==> src/rtl/frame_tx_8b10b_mopshub_pkg.sv <==
// ---------------------------------------------------------------------------
// frame_tx_mopshub_pkg
// Shared definitions for the MOPS-Hub 8b10b frame transmitter:
//   - FSM state encoding (CRC state present only with FRAME_TX_CRC8_EN)
//   - K28.x control symbol bytes handed to the 8b10b encoder
//   - CRC-8 generator polynomial (x^8 + x^2 + x + 1)
// Optional feature macro: FRAME_TX_CRC8_EN
// ---------------------------------------------------------------------------
package frame_tx_mopshub_pkg;

  // ST_SOP names the start-of-packet step for readability; the SOP symbol
  // itself is emitted on the IDLE->DATA transition tick, so the encoding is
  // never held as a register value.
  typedef enum logic [2:0] {
    ST_IDLE = 3'd0,
    ST_SOP  = 3'd1,
    ST_DATA = 3'd2,
`ifdef FRAME_TX_CRC8_EN
    ST_CRC  = 3'd3,
`endif
    ST_EOP  = 3'd4,
    ST_DROP = 3'd5
  } state_t;

  localparam logic [7:0] K28_0 = 8'h1C;  // FILL
  localparam logic [7:0] K28_1 = 8'h3C;  // SOP
  localparam logic [7:0] K28_5 = 8'hBC;  // IDLE / comma
  localparam logic [7:0] K28_6 = 8'hDC;  // EOP

  localparam logic [7:0] CRC8_POLY = 8'h07;

endpackage

==> src/rtl/frame_tx_8b10b_mopshub_if.sv <==
// ---------------------------------------------------------------------------
// frame_tx_8b10b_mopshub_if
// Payload byte stream into the frame transmitter.
//   tx_valid : byte valid                (master -> slave)
//   tx_data  : payload byte              (master -> slave)
//   tx_last  : final byte of the frame   (master -> slave)
//   tx_ready : byte taken when valid & ready (slave -> master)
// ---------------------------------------------------------------------------
interface frame_tx_8b10b_mopshub_if;
  logic       tx_valid;
  logic [7:0] tx_data;
  logic       tx_last;
  logic       tx_ready;

  modport master (output tx_valid, output tx_data, output tx_last, input tx_ready);
  modport slave  (input tx_valid, input tx_data, input tx_last, output tx_ready);
endinterface

==> src/rtl/frame_tx_8b10b_mopshub_crc8.sv <==
// ---------------------------------------------------------------------------
// crc8_mopshub
// Combinational byte-wide CRC-8 step: poly 0x07, MSB first, no reflection.
//   i_crc  : current CRC register value
//   i_data : payload byte folded in
//   o_crc  : CRC after the byte
// Only instantiated when FRAME_TX_CRC8_EN is defined.
// ---------------------------------------------------------------------------
module crc8_mopshub
  import frame_tx_mopshub_pkg::*;
(
  input  logic [7:0] i_crc,
  input  logic [7:0] i_data,
  output logic [7:0] o_crc
);

  logic [7:0] w_c;
  logic       w_fb;

  always_comb begin
    w_c  = i_crc;
    w_fb = 1'b0;
    for (int i = 7; i >= 0; i--) begin
      w_fb = w_c[7] ^ i_data[i];
      w_c  = {w_c[6:0], 1'b0} ^ (w_fb ? CRC8_POLY : 8'h00);
    end
  end

  assign o_crc = w_c;

endmodule

==> src/rtl/frame_tx_8b10b_mopshub.sv <==
// ---------------------------------------------------------------------------
// frame_tx_8b10b_mopshub
// Frames a payload byte stream into 8b10b encoder symbols, one symbol per
// sym_tick: IDLE (K28.5) filler, SOP (K28.1), data bytes, optional CRC-8,
// EOP (K28.6). FILL (K28.0) is inserted when the source starves mid-frame.
// Frames longer than MAX_LEN are closed early and the remainder discarded.
//
// Parameters: MAX_LEN (1..255) max payload bytes, IDLE_MIN (1..15) minimum
//             idle symbols between frames.
// Ports:
//   clk, rst     : clock, synchronous active-high reset
//   sym_tick     : symbol strobe
//   tx           : payload stream (slave side of frame_tx_8b10b_mopshub_if)
//   enc_ena/ki/data : symbol to the encoder, registered one cycle after tick
//   tx_underrun  : pulse with an emitted FILL symbol
//   tx_trunc     : pulse with the data byte that hit MAX_LEN
//   busy         : FSM not in IDLE
// Optional feature macro: FRAME_TX_CRC8_EN (adds the CRC-8 byte before EOP).
// ---------------------------------------------------------------------------
module frame_tx_8b10b_mopshub
  import frame_tx_mopshub_pkg::*;
#(
  parameter int MAX_LEN  = 16,
  parameter int IDLE_MIN = 2
) (
  input  logic                          clk,
  input  logic                          rst,
  input  logic                          sym_tick,
  frame_tx_8b10b_mopshub_if.slave       tx,
  output logic                          enc_ena,
  output logic                          enc_ki,
  output logic [7:0]                    enc_data,
  output logic                          tx_underrun,
  output logic                          tx_trunc,
  output logic                          busy
);

  localparam logic [3:0] IDLE_MIN_L = 4'(IDLE_MIN);
  localparam logic [7:0] MAX_LEN_L  = 8'(MAX_LEN);

`ifdef FRAME_TX_CRC8_EN
  localparam state_t ST_CLOSE = ST_CRC;
`else
  localparam state_t ST_CLOSE = ST_EOP;
`endif

  state_t     r_state, w_state_nxt;
  logic [3:0] r_idle_cnt, w_idle_nxt;
  logic [7:0] r_byte_cnt, w_cnt_nxt;
  logic       r_trunc_pend, w_pend_nxt;   // frame was cut: EOP leads to DROP
  logic       r_enc_ena, r_enc_ki, r_underrun, r_trunc;
  logic [7:0] r_enc_data;
  logic       w_sym_ki, w_und, w_trn;
  logic [7:0] w_sym_data;
  logic       w_ready, w_acc;

`ifdef FRAME_TX_CRC8_EN
  logic [7:0] r_crc, w_crc_nxt, w_crc_upd;

  crc8_mopshub u_crc (
    .i_crc  (r_crc),
    .i_data (tx.tx_data),
    .o_crc  (w_crc_upd)
  );
`endif

  // Ready depends only on state and the tick so the source may not build a
  // combinational loop through tx_valid.
  assign w_ready     = ((r_state == ST_DATA) && sym_tick) || (r_state == ST_DROP);
  assign w_acc       = tx.tx_valid && w_ready;
  assign tx.tx_ready = w_ready;

  always_comb begin
    w_state_nxt = r_state;
    w_idle_nxt  = r_idle_cnt;
    w_cnt_nxt   = r_byte_cnt;
    w_pend_nxt  = r_trunc_pend;
    w_sym_ki    = 1'b1;
    w_sym_data  = K28_5;
    w_und       = 1'b0;
    w_trn       = 1'b0;
`ifdef FRAME_TX_CRC8_EN
    w_crc_nxt   = r_crc;
`endif
    case (r_state)
      ST_IDLE: if (sym_tick) begin
        if (tx.tx_valid && (r_idle_cnt >= IDLE_MIN_L)) begin
          // SOP only announces the frame; the first byte is taken next tick.
          w_sym_data  = K28_1;
          w_cnt_nxt   = 8'd0;
          w_pend_nxt  = 1'b0;
`ifdef FRAME_TX_CRC8_EN
          w_crc_nxt   = 8'h00;
`endif
          w_state_nxt = ST_DATA;
        end else begin
          w_idle_nxt = (r_idle_cnt == 4'hF) ? 4'hF : r_idle_cnt + 4'd1;
        end
      end
      ST_DATA: if (sym_tick) begin
        if (tx.tx_valid) begin
          w_sym_ki   = 1'b0;
          w_sym_data = tx.tx_data;
          w_cnt_nxt  = r_byte_cnt + 8'd1;
`ifdef FRAME_TX_CRC8_EN
          w_crc_nxt  = w_crc_upd;
`endif
          if (tx.tx_last) begin
            w_state_nxt = ST_CLOSE;
          end else if (w_cnt_nxt == MAX_LEN_L) begin
            w_trn       = 1'b1;
            w_pend_nxt  = 1'b1;
            w_state_nxt = ST_CLOSE;
          end
        end else begin
          w_sym_data = K28_0;
          w_und      = 1'b1;
        end
      end
`ifdef FRAME_TX_CRC8_EN
      ST_CRC: if (sym_tick) begin
        w_sym_ki    = 1'b0;
        w_sym_data  = r_crc;
        w_state_nxt = ST_EOP;
      end
`endif
      ST_EOP: if (sym_tick) begin
        w_sym_data  = K28_6;
        w_idle_nxt  = 4'd0;
        w_pend_nxt  = 1'b0;
        w_state_nxt = r_trunc_pend ? ST_DROP : ST_IDLE;
      end
      ST_DROP: begin
        // Idle symbols go out while the rest of the cut frame is drained.
        if (sym_tick)
          w_idle_nxt = (r_idle_cnt == 4'hF) ? 4'hF : r_idle_cnt + 4'd1;
        if (w_acc && tx.tx_last)
          w_state_nxt = ST_IDLE;
      end
      default: w_state_nxt = ST_IDLE;
    endcase
  end

  always_ff @(posedge clk) begin
    if (rst) begin
      r_state      <= ST_IDLE;
      r_idle_cnt   <= 4'd0;
      r_byte_cnt   <= 8'd0;
      r_trunc_pend <= 1'b0;
      r_enc_ena    <= 1'b0;
      r_enc_ki     <= 1'b1;
      r_enc_data   <= K28_5;
      r_underrun   <= 1'b0;
      r_trunc      <= 1'b0;
`ifdef FRAME_TX_CRC8_EN
      r_crc        <= 8'h00;
`endif
    end else begin
      r_state      <= w_state_nxt;
      r_idle_cnt   <= w_idle_nxt;
      r_byte_cnt   <= w_cnt_nxt;
      r_trunc_pend <= w_pend_nxt;
      r_enc_ena    <= sym_tick;
      r_underrun   <= w_und;
      r_trunc      <= w_trn;
      if (sym_tick) begin
        r_enc_ki   <= w_sym_ki;
        r_enc_data <= w_sym_data;
      end
`ifdef FRAME_TX_CRC8_EN
      r_crc        <= w_crc_nxt;
`endif
    end
  end

  assign enc_ena     = r_enc_ena;
  assign enc_ki      = r_enc_ki;
  assign enc_data    = r_enc_data;
  assign tx_underrun = r_underrun;
  assign tx_trunc    = r_trunc;
  assign busy        = (r_state != ST_IDLE);

endmodule

==> src/flat_wrapper.sv <==
// flat-port wrapper written by rule: the top's interface ports become plain ports
module frame_tx_8b10b_mopshub_flat import frame_tx_mopshub_pkg::*;
#(
  parameter int MAX_LEN  = 16,
  parameter int IDLE_MIN = 2
)
  (clk, rst, sym_tick, enc_ena, enc_ki, enc_data, tx_underrun, tx_trunc, busy, tx_tx_valid, tx_tx_data, tx_tx_last, tx_tx_ready);
  frame_tx_8b10b_mopshub_if tx_i ();
  input  logic clk;
  input  logic rst;
  input  logic sym_tick;
  output logic enc_ena;
  output logic enc_ki;
  output logic [7:0] enc_data;
  output logic tx_underrun;
  output logic tx_trunc;
  output logic busy;
  input wire logic [$bits(tx_i.tx_valid)-1:0] tx_tx_valid;
  input wire logic [$bits(tx_i.tx_data)-1:0] tx_tx_data;
  input wire logic [$bits(tx_i.tx_last)-1:0] tx_tx_last;
  output wire logic [$bits(tx_i.tx_ready)-1:0] tx_tx_ready;
  assign tx_i.tx_valid = tx_tx_valid;
  assign tx_i.tx_data = tx_tx_data;
  assign tx_i.tx_last = tx_tx_last;
  assign tx_tx_ready = tx_i.tx_ready;
  frame_tx_8b10b_mopshub #(.MAX_LEN(MAX_LEN), .IDLE_MIN(IDLE_MIN)) u_core (.clk(clk), .rst(rst), .sym_tick(sym_tick), .tx(tx_i), .enc_ena(enc_ena), .enc_ki(enc_ki), .enc_data(enc_data), .tx_underrun(tx_underrun), .tx_trunc(tx_trunc), .busy(busy));
endmodule
==> config.mk <==
export PLATFORM = sky130hd
export DESIGN_NAME = frame_tx_8b10b_mopshub_flat
export DESIGN_NICKNAME = d
export VERILOG_FILES = /design/src/rtl/frame_tx_8b10b_mopshub_pkg.sv /design/src/rtl/frame_tx_8b10b_mopshub_if.sv /design/src/rtl/frame_tx_8b10b_mopshub_crc8.sv /design/src/rtl/frame_tx_8b10b_mopshub.sv /design/src/flat_wrapper.sv
export SDC_FILE = /design/constraint.sdc
export NUM_CORES = 1
export LEC_CHECK = 0
export BUFFER_PORTS_ARGS = -buffer_cell sky130_fd_sc_hd__buf_2
export CAP_MARGIN = 20
export CORE_MARGIN = 2
export CORE_UTILIZATION = 41
export DETAILED_ROUTE_END_ITERATION = 8
export PLACE_DENSITY = 0.61
export SLEW_MARGIN = 10
export SYNTH_ARGS = -nofsm -noshare
export SYNTH_HDL_FRONTEND = slang
export SYNTH_HIERARCHICAL = 1
export SYNTH_SLANG_ARGS = --single-unit
==> constraint.sdc <==
create_clock -name clk -period 2.5 [get_ports clk]
set_clock_uncertainty 0.15 [all_clocks]
set_input_delay 0.5 -clock clk [delete_from_list [all_inputs] [get_ports clk]]
set_output_delay 0.5 -clock clk [all_outputs]
set_load 0.005 [all_outputs]
==> impl_metrics.prom <==
# TYPE chip_impl_metric gauge
chip_impl_metric{name="clk_transition_reported_paths",unit="ns"} 0.15
chip_impl_metric{name="slew_headroom",unit="%"} 62.5
chip_impl_metric{name="num_vias",unit=""} 1362
chip_impl_metric{name="vdd_drop_max",unit="V"} 0.000251
chip_impl_metric{name="ff_latch_area",unit="um^2"} 561
chip_impl_metric{name="cts-buffers-inserted",unit=""} 3
chip_impl_metric{name="gpl.final_weighted_congestion",unit=""} 0.893
chip_impl_metric{name="nFillCells",unit=""} 334
chip_impl_metric{name="placeableCoreArea",unit="um^2"} 3390
chip_impl_metric{name="combPwrFrac",unit="%"} 19.5
chip_impl_metric{name="largest_buffer_count_on_any_clock_path",unit=""} 2
chip_impl_metric{name="syn_area",unit="um^2"} 1470
chip_impl_metric{name="post-route-drc-count",unit=""} 0
chip_impl_metric{name="internal-power",unit="W"} 0.000624
chip_impl_metric{name="worstPathMaxFanout",unit=""} 11
chip_impl_metric{name="htree_num_levels",unit=""} 1
chip_impl_metric{name="fraction_of_synthesis_flops_using_an_asynchronous_set_or_reset_pin",unit="%"} 0
chip_impl_metric{name="drtIter0Drc",unit=""} 45
chip_impl_metric{name="maxCapViolCount",unit=""} 0
chip_impl_metric{name="final_total_negative_setup_slack",unit="ns"} 0
chip_impl_info{name="endpoint_kind",value="primary output"} 1
chip_impl_info{name="type_of_origin_of_the_critical_path",value="flip-flop"} 1
chip_impl_metric{name="worst_ep_arrival_time",unit="ns"} 1.64
chip_impl_metric{name="critical_path.max_stage_delay",unit="ns"} 0.59
chip_impl_metric{name="share_of_post_route_cells_with_drive_strength_above_1",unit="%"} 20.3
chip_impl_metric{name="yosysWarnings",unit=""} 6
chip_impl_metric{name="place_worst_setup_slack",unit="ns"} 0.309
chip_impl_metric{name="wire_length_of_the_first_global_routing_pass",unit="um"} 5830
chip_impl_metric{name="overall_die_area",unit="um^2"} 4080
chip_impl_metric{name="post_synth_inst_count",unit=""} 168
chip_impl_metric{name="finalNetCount",unit=""} 209
chip_impl_metric{name="clkSinkCount",unit=""} 28
chip_impl_info{name="cp_cell_sequence",value="nor3b_1 > a22o_1 > buf_2"} 1
chip_impl_metric{name="synth_seq_area_share",unit="%"} 38.1
chip_impl_info{name="tritoncts",value="built"} 1
chip_impl_metric{name="maxSlewViolCount",unit=""} 0
chip_impl_info{name="crit_type",value="reg -> out"} 1
chip_impl_metric{name="detail_route.wl_per_cell",unit="um"} 14.3
chip_impl_metric{name="clock_insertion_delay_worst_skew",unit="ns"} 0.33
chip_impl_metric{name="initial_core_util",unit="%"} 43.4
chip_impl_info{name="clk_root_buffer_cell",value="sky130_fd_sc_hd__clkbuf_4"} 1
chip_impl_metric{name="synth_seq_cells",unit=""} 28
chip_impl_metric{name="yosysUniqueCellTypes",unit=""} 43
chip_impl_info{name="run_status",value="finished clean"} 1
chip_impl_metric{name="first_global_vias",unit=""} 1281
chip_impl_metric{name="p_clk_share",unit="%"} 25.1
chip_impl_info{name="yosysTopAreaCell",value="sky130_fd_sc_hd__dfxtp_1"} 1
chip_impl_metric{name="syn_area_per_cell",unit="um^2"} 8.75
chip_impl_metric{name="syn_to_final_growth",unit="%"} 10.3
chip_impl_metric{name="area_of_the_multi_input_gates",unit="um^2"} 811
chip_impl_metric{name="mappedNetlistNets",unit=""} 184
chip_impl_metric{name="switchingPower",unit="W"} 0.000245
chip_impl_info{name="min-delay-path-class",value="in -> reg"} 1
chip_impl_metric{name="seq_power_share",unit="%"} 55.4
chip_impl_info{name="worst_path_max_delay_cell",value="sky130_fd_sc_hd__dfxtp_1"} 1
chip_impl_metric{name="pwr_density_cell",unit="nW/um^2"} 536
chip_impl_metric{name="worst_slack",unit="ns"} 0.214
chip_impl_metric{name="floorplan.io_pins",unit=""} 27
chip_impl_metric{name="die_w",unit="um"} 63.9
chip_impl_metric{name="part_of_the_cycle_the_worst_path_needs",unit="%"} 91.4
chip_impl_metric{name="synth_edf_count",unit=""} 0
chip_impl_metric{name="routed_via_count_divided_by_cell_count",unit=""} 5.72
chip_impl_metric{name="track_usage",unit="%"} 17.9
chip_impl_metric{name="layout_min_cycle_time",unit="ns"} 2.29
chip_impl_metric{name="post_cts.resized_instances",unit=""} 0
chip_impl_metric{name="hold_violations",unit=""} 0
chip_impl_metric{name="netlist.area_leader.share",unit="%"} 38.1
chip_impl_metric{name="stdcell_count",unit=""} 238
chip_impl_info{name="netlist_top_cells_area",value="sky130_fd_sc_hd__dfxtp_1, sky130_fd_sc_hd__a21oi_1, sky130_fd_sc_hd__nor2_1"} 1
chip_impl_metric{name="worst_slew_pin_slew",unit="ns"} 0.557
chip_impl_info{name="rsz0062_at_grt",value="false"} 1
chip_impl_metric{name="routed_wirelength",unit="um"} 3400
chip_impl_metric{name="grt_overflow_total",unit=""} 0
chip_impl_metric{name="grt_start_max_net_pins",unit=""} 22
chip_impl_metric{name="critPathRequiredTime",unit="ns"} 1.85
chip_impl_metric{name="power_switching_share",unit="%"} 28.2
chip_impl_metric{name="dp.cells",unit=""} 234
chip_impl_metric{name="post_cts.repair.setup_buffers",unit=""} 0
chip_impl_metric{name="p_leak",unit="nW"} 0.599
chip_impl_metric{name="timing.fmax",unit="MHz"} 437
chip_impl_metric{name="final-setup-viol-count",unit=""} 0
chip_impl_metric{name="drt_pre_antenna_iters",unit=""} 4
chip_impl_metric{name="port_buffers",unit=""} 26
chip_impl_metric{name="row_count",unit=""} 21
chip_impl_info{name="synth_top_flop_cell",value="sky130_fd_sc_hd__dfxtp_1"} 1
chip_impl_metric{name="dp_hpwl",unit="um"} 2560
chip_impl_metric{name="hold_bufs_at_cts",unit=""} 0
chip_impl_metric{name="final_util",unit="%"} 47.8
chip_impl_metric{name="antenna_cells_inserted",unit=""} 0
chip_impl_metric{name="antenna_violating_nets_post_route",unit=""} 0
chip_impl_metric{name="chipHeight",unit="um"} 63.9
chip_impl_metric{name="grt_antenna_before_repair",unit=""} 0
## per-stage QoR
step / hold slack, ns / cell area (um^2) / power [W]
after floorplan: 0.304 / 1470 / 0.000618
after global placement: 0.292 / 1590 / 0.000656
after detailed placement: 0.300 / 1590 / 0.000660
after CTS: 0.204 / 1620 / 0.000888
after global routing: 0.203 / 1620 / 0.000930
final: 0.216 / 1620 / 0.000869
## registers in the layout (all words and copies together) (netlist names)
register / count
u_core/r_trunc_pend: 1
u_core/r_byte_cnt: 8
u_core/enc_ena: 1
u_core/tx_underrun: 1
u_core/enc_ki: 1
u_core/tx_trunc: 1
u_core/r_idle_cnt: 4
u_core/r_state: 3
u_core/enc_data: 8
## placed cells by master (no fill, tap or decap), drive strengths merged, types with 2 or more instances in the layout
cell type and instances:
buf 27, nor3 2, and3 2, nor3b 3
a21oi 18, a22o 3, o21ai 5, o2111ai 2
or3b 2, mux2i 3, nand3 9, a311oi 2
nand2 14, dfxtp 28, nand4 4, nor2b 3
o22a 4, nand2b 3, or4 2, ha 3
clkbuf 4, nor2 19, inv 5, a31oi 4
a211oi 7
## metal layers
layer | global-route usage, % | routed length [um]
met2 | 29.8 | 1750
met3 | 4.40 | 111
met5 | 0 | 0
met4 | 5.71 | 18
met1 | 22.4 | 1530
## kinds of logic after synthesis
group                      Yosys count  share of synthesized area, %
DFF                                 28                          38.1
buffers and inverters               12                          6.72
AOI/OAI and AO/OA                   54                          26.2
muxes                                3                          2.04
and+or+nand+nor                     68                          24.3
adders and majority gates            3                          2.55
## worst paths after layout
kind                            slack [ns]                                end                              start  cells after the start
worst min-delay path                  0.22    u_core/enc_data[6]$_SDFFE_PP0P_                      tx_tx_data[6]                      3
worst max-delay path                  0.21                        tx_tx_ready     u_core/r_state[1]$_SDFFE_PP0P_                      3
worst min register to register        0.33    u_core/enc_data[2]$_SDFFE_PP1P_    u_core/enc_data[2]$_SDFFE_PP1P_                      1
worst max register to register        0.33  u_core/r_idle_cnt[3]$_SDFFE_PP0P_  u_core/r_idle_cnt[0]$_SDFFE_PP0P_                      7
## synth_stat cells, types with 4 or more instances
library cell and number:
sky130_fd_sc_hd__dfxtp_1 28, sky130_fd_sc_hd__clkbuf_8 5, sky130_fd_sc_hd__nand3_1 9, sky130_fd_sc_hd__inv_1 5, sky130_fd_sc_hd__nand2_1 14, sky130_fd_sc_hd__a21oi_1 17, sky130_fd_sc_hd__o22a_1 4, sky130_fd_sc_hd__nor2_1 19
sky130_fd_sc_hd__a211oi_1 7, sky130_fd_sc_hd__o21ai_0 5, sky130_fd_sc_hd__nand4_1 4
## area by class of cell
| class | count | share of cell area (%) |
|---|---|---|
| Sequential cell | 28 | 34.6 |
| Multi-Input combinational cell | 128 | 50.0 |
| Clock buffer | 4 | 2.24 |
| Tap cell | 46 | 3.55 |
| Inverter | 5 | 1.16 |
| Timing Repair Buffer | 27 | 8.49 |
## power by group through the flow
stage          Sequential (W)  Combinational, W  Clock (W)
2_1_floorplan        0.000482          0.000136          0
3_3_place_gp         0.000490          0.000166          0
3_5_place_dp         0.000491          0.000170          0
4_1_cts              0.000481          0.000171   0.000236
5_1_grt              0.000484          0.000190   0.000256
6_report             0.000481          0.000170   0.000218
## critical path, delay by kind of cell, from the launching register on
family | cells | cell delay, ns
AOI/OAI and AO/OA | 1 | 0.19
buffers and inverters | 1 | 0.10
DFF | 1 | 0.59
and+or+nand+nor | 1 | 0.43
(Power assumes the default switching activity.)
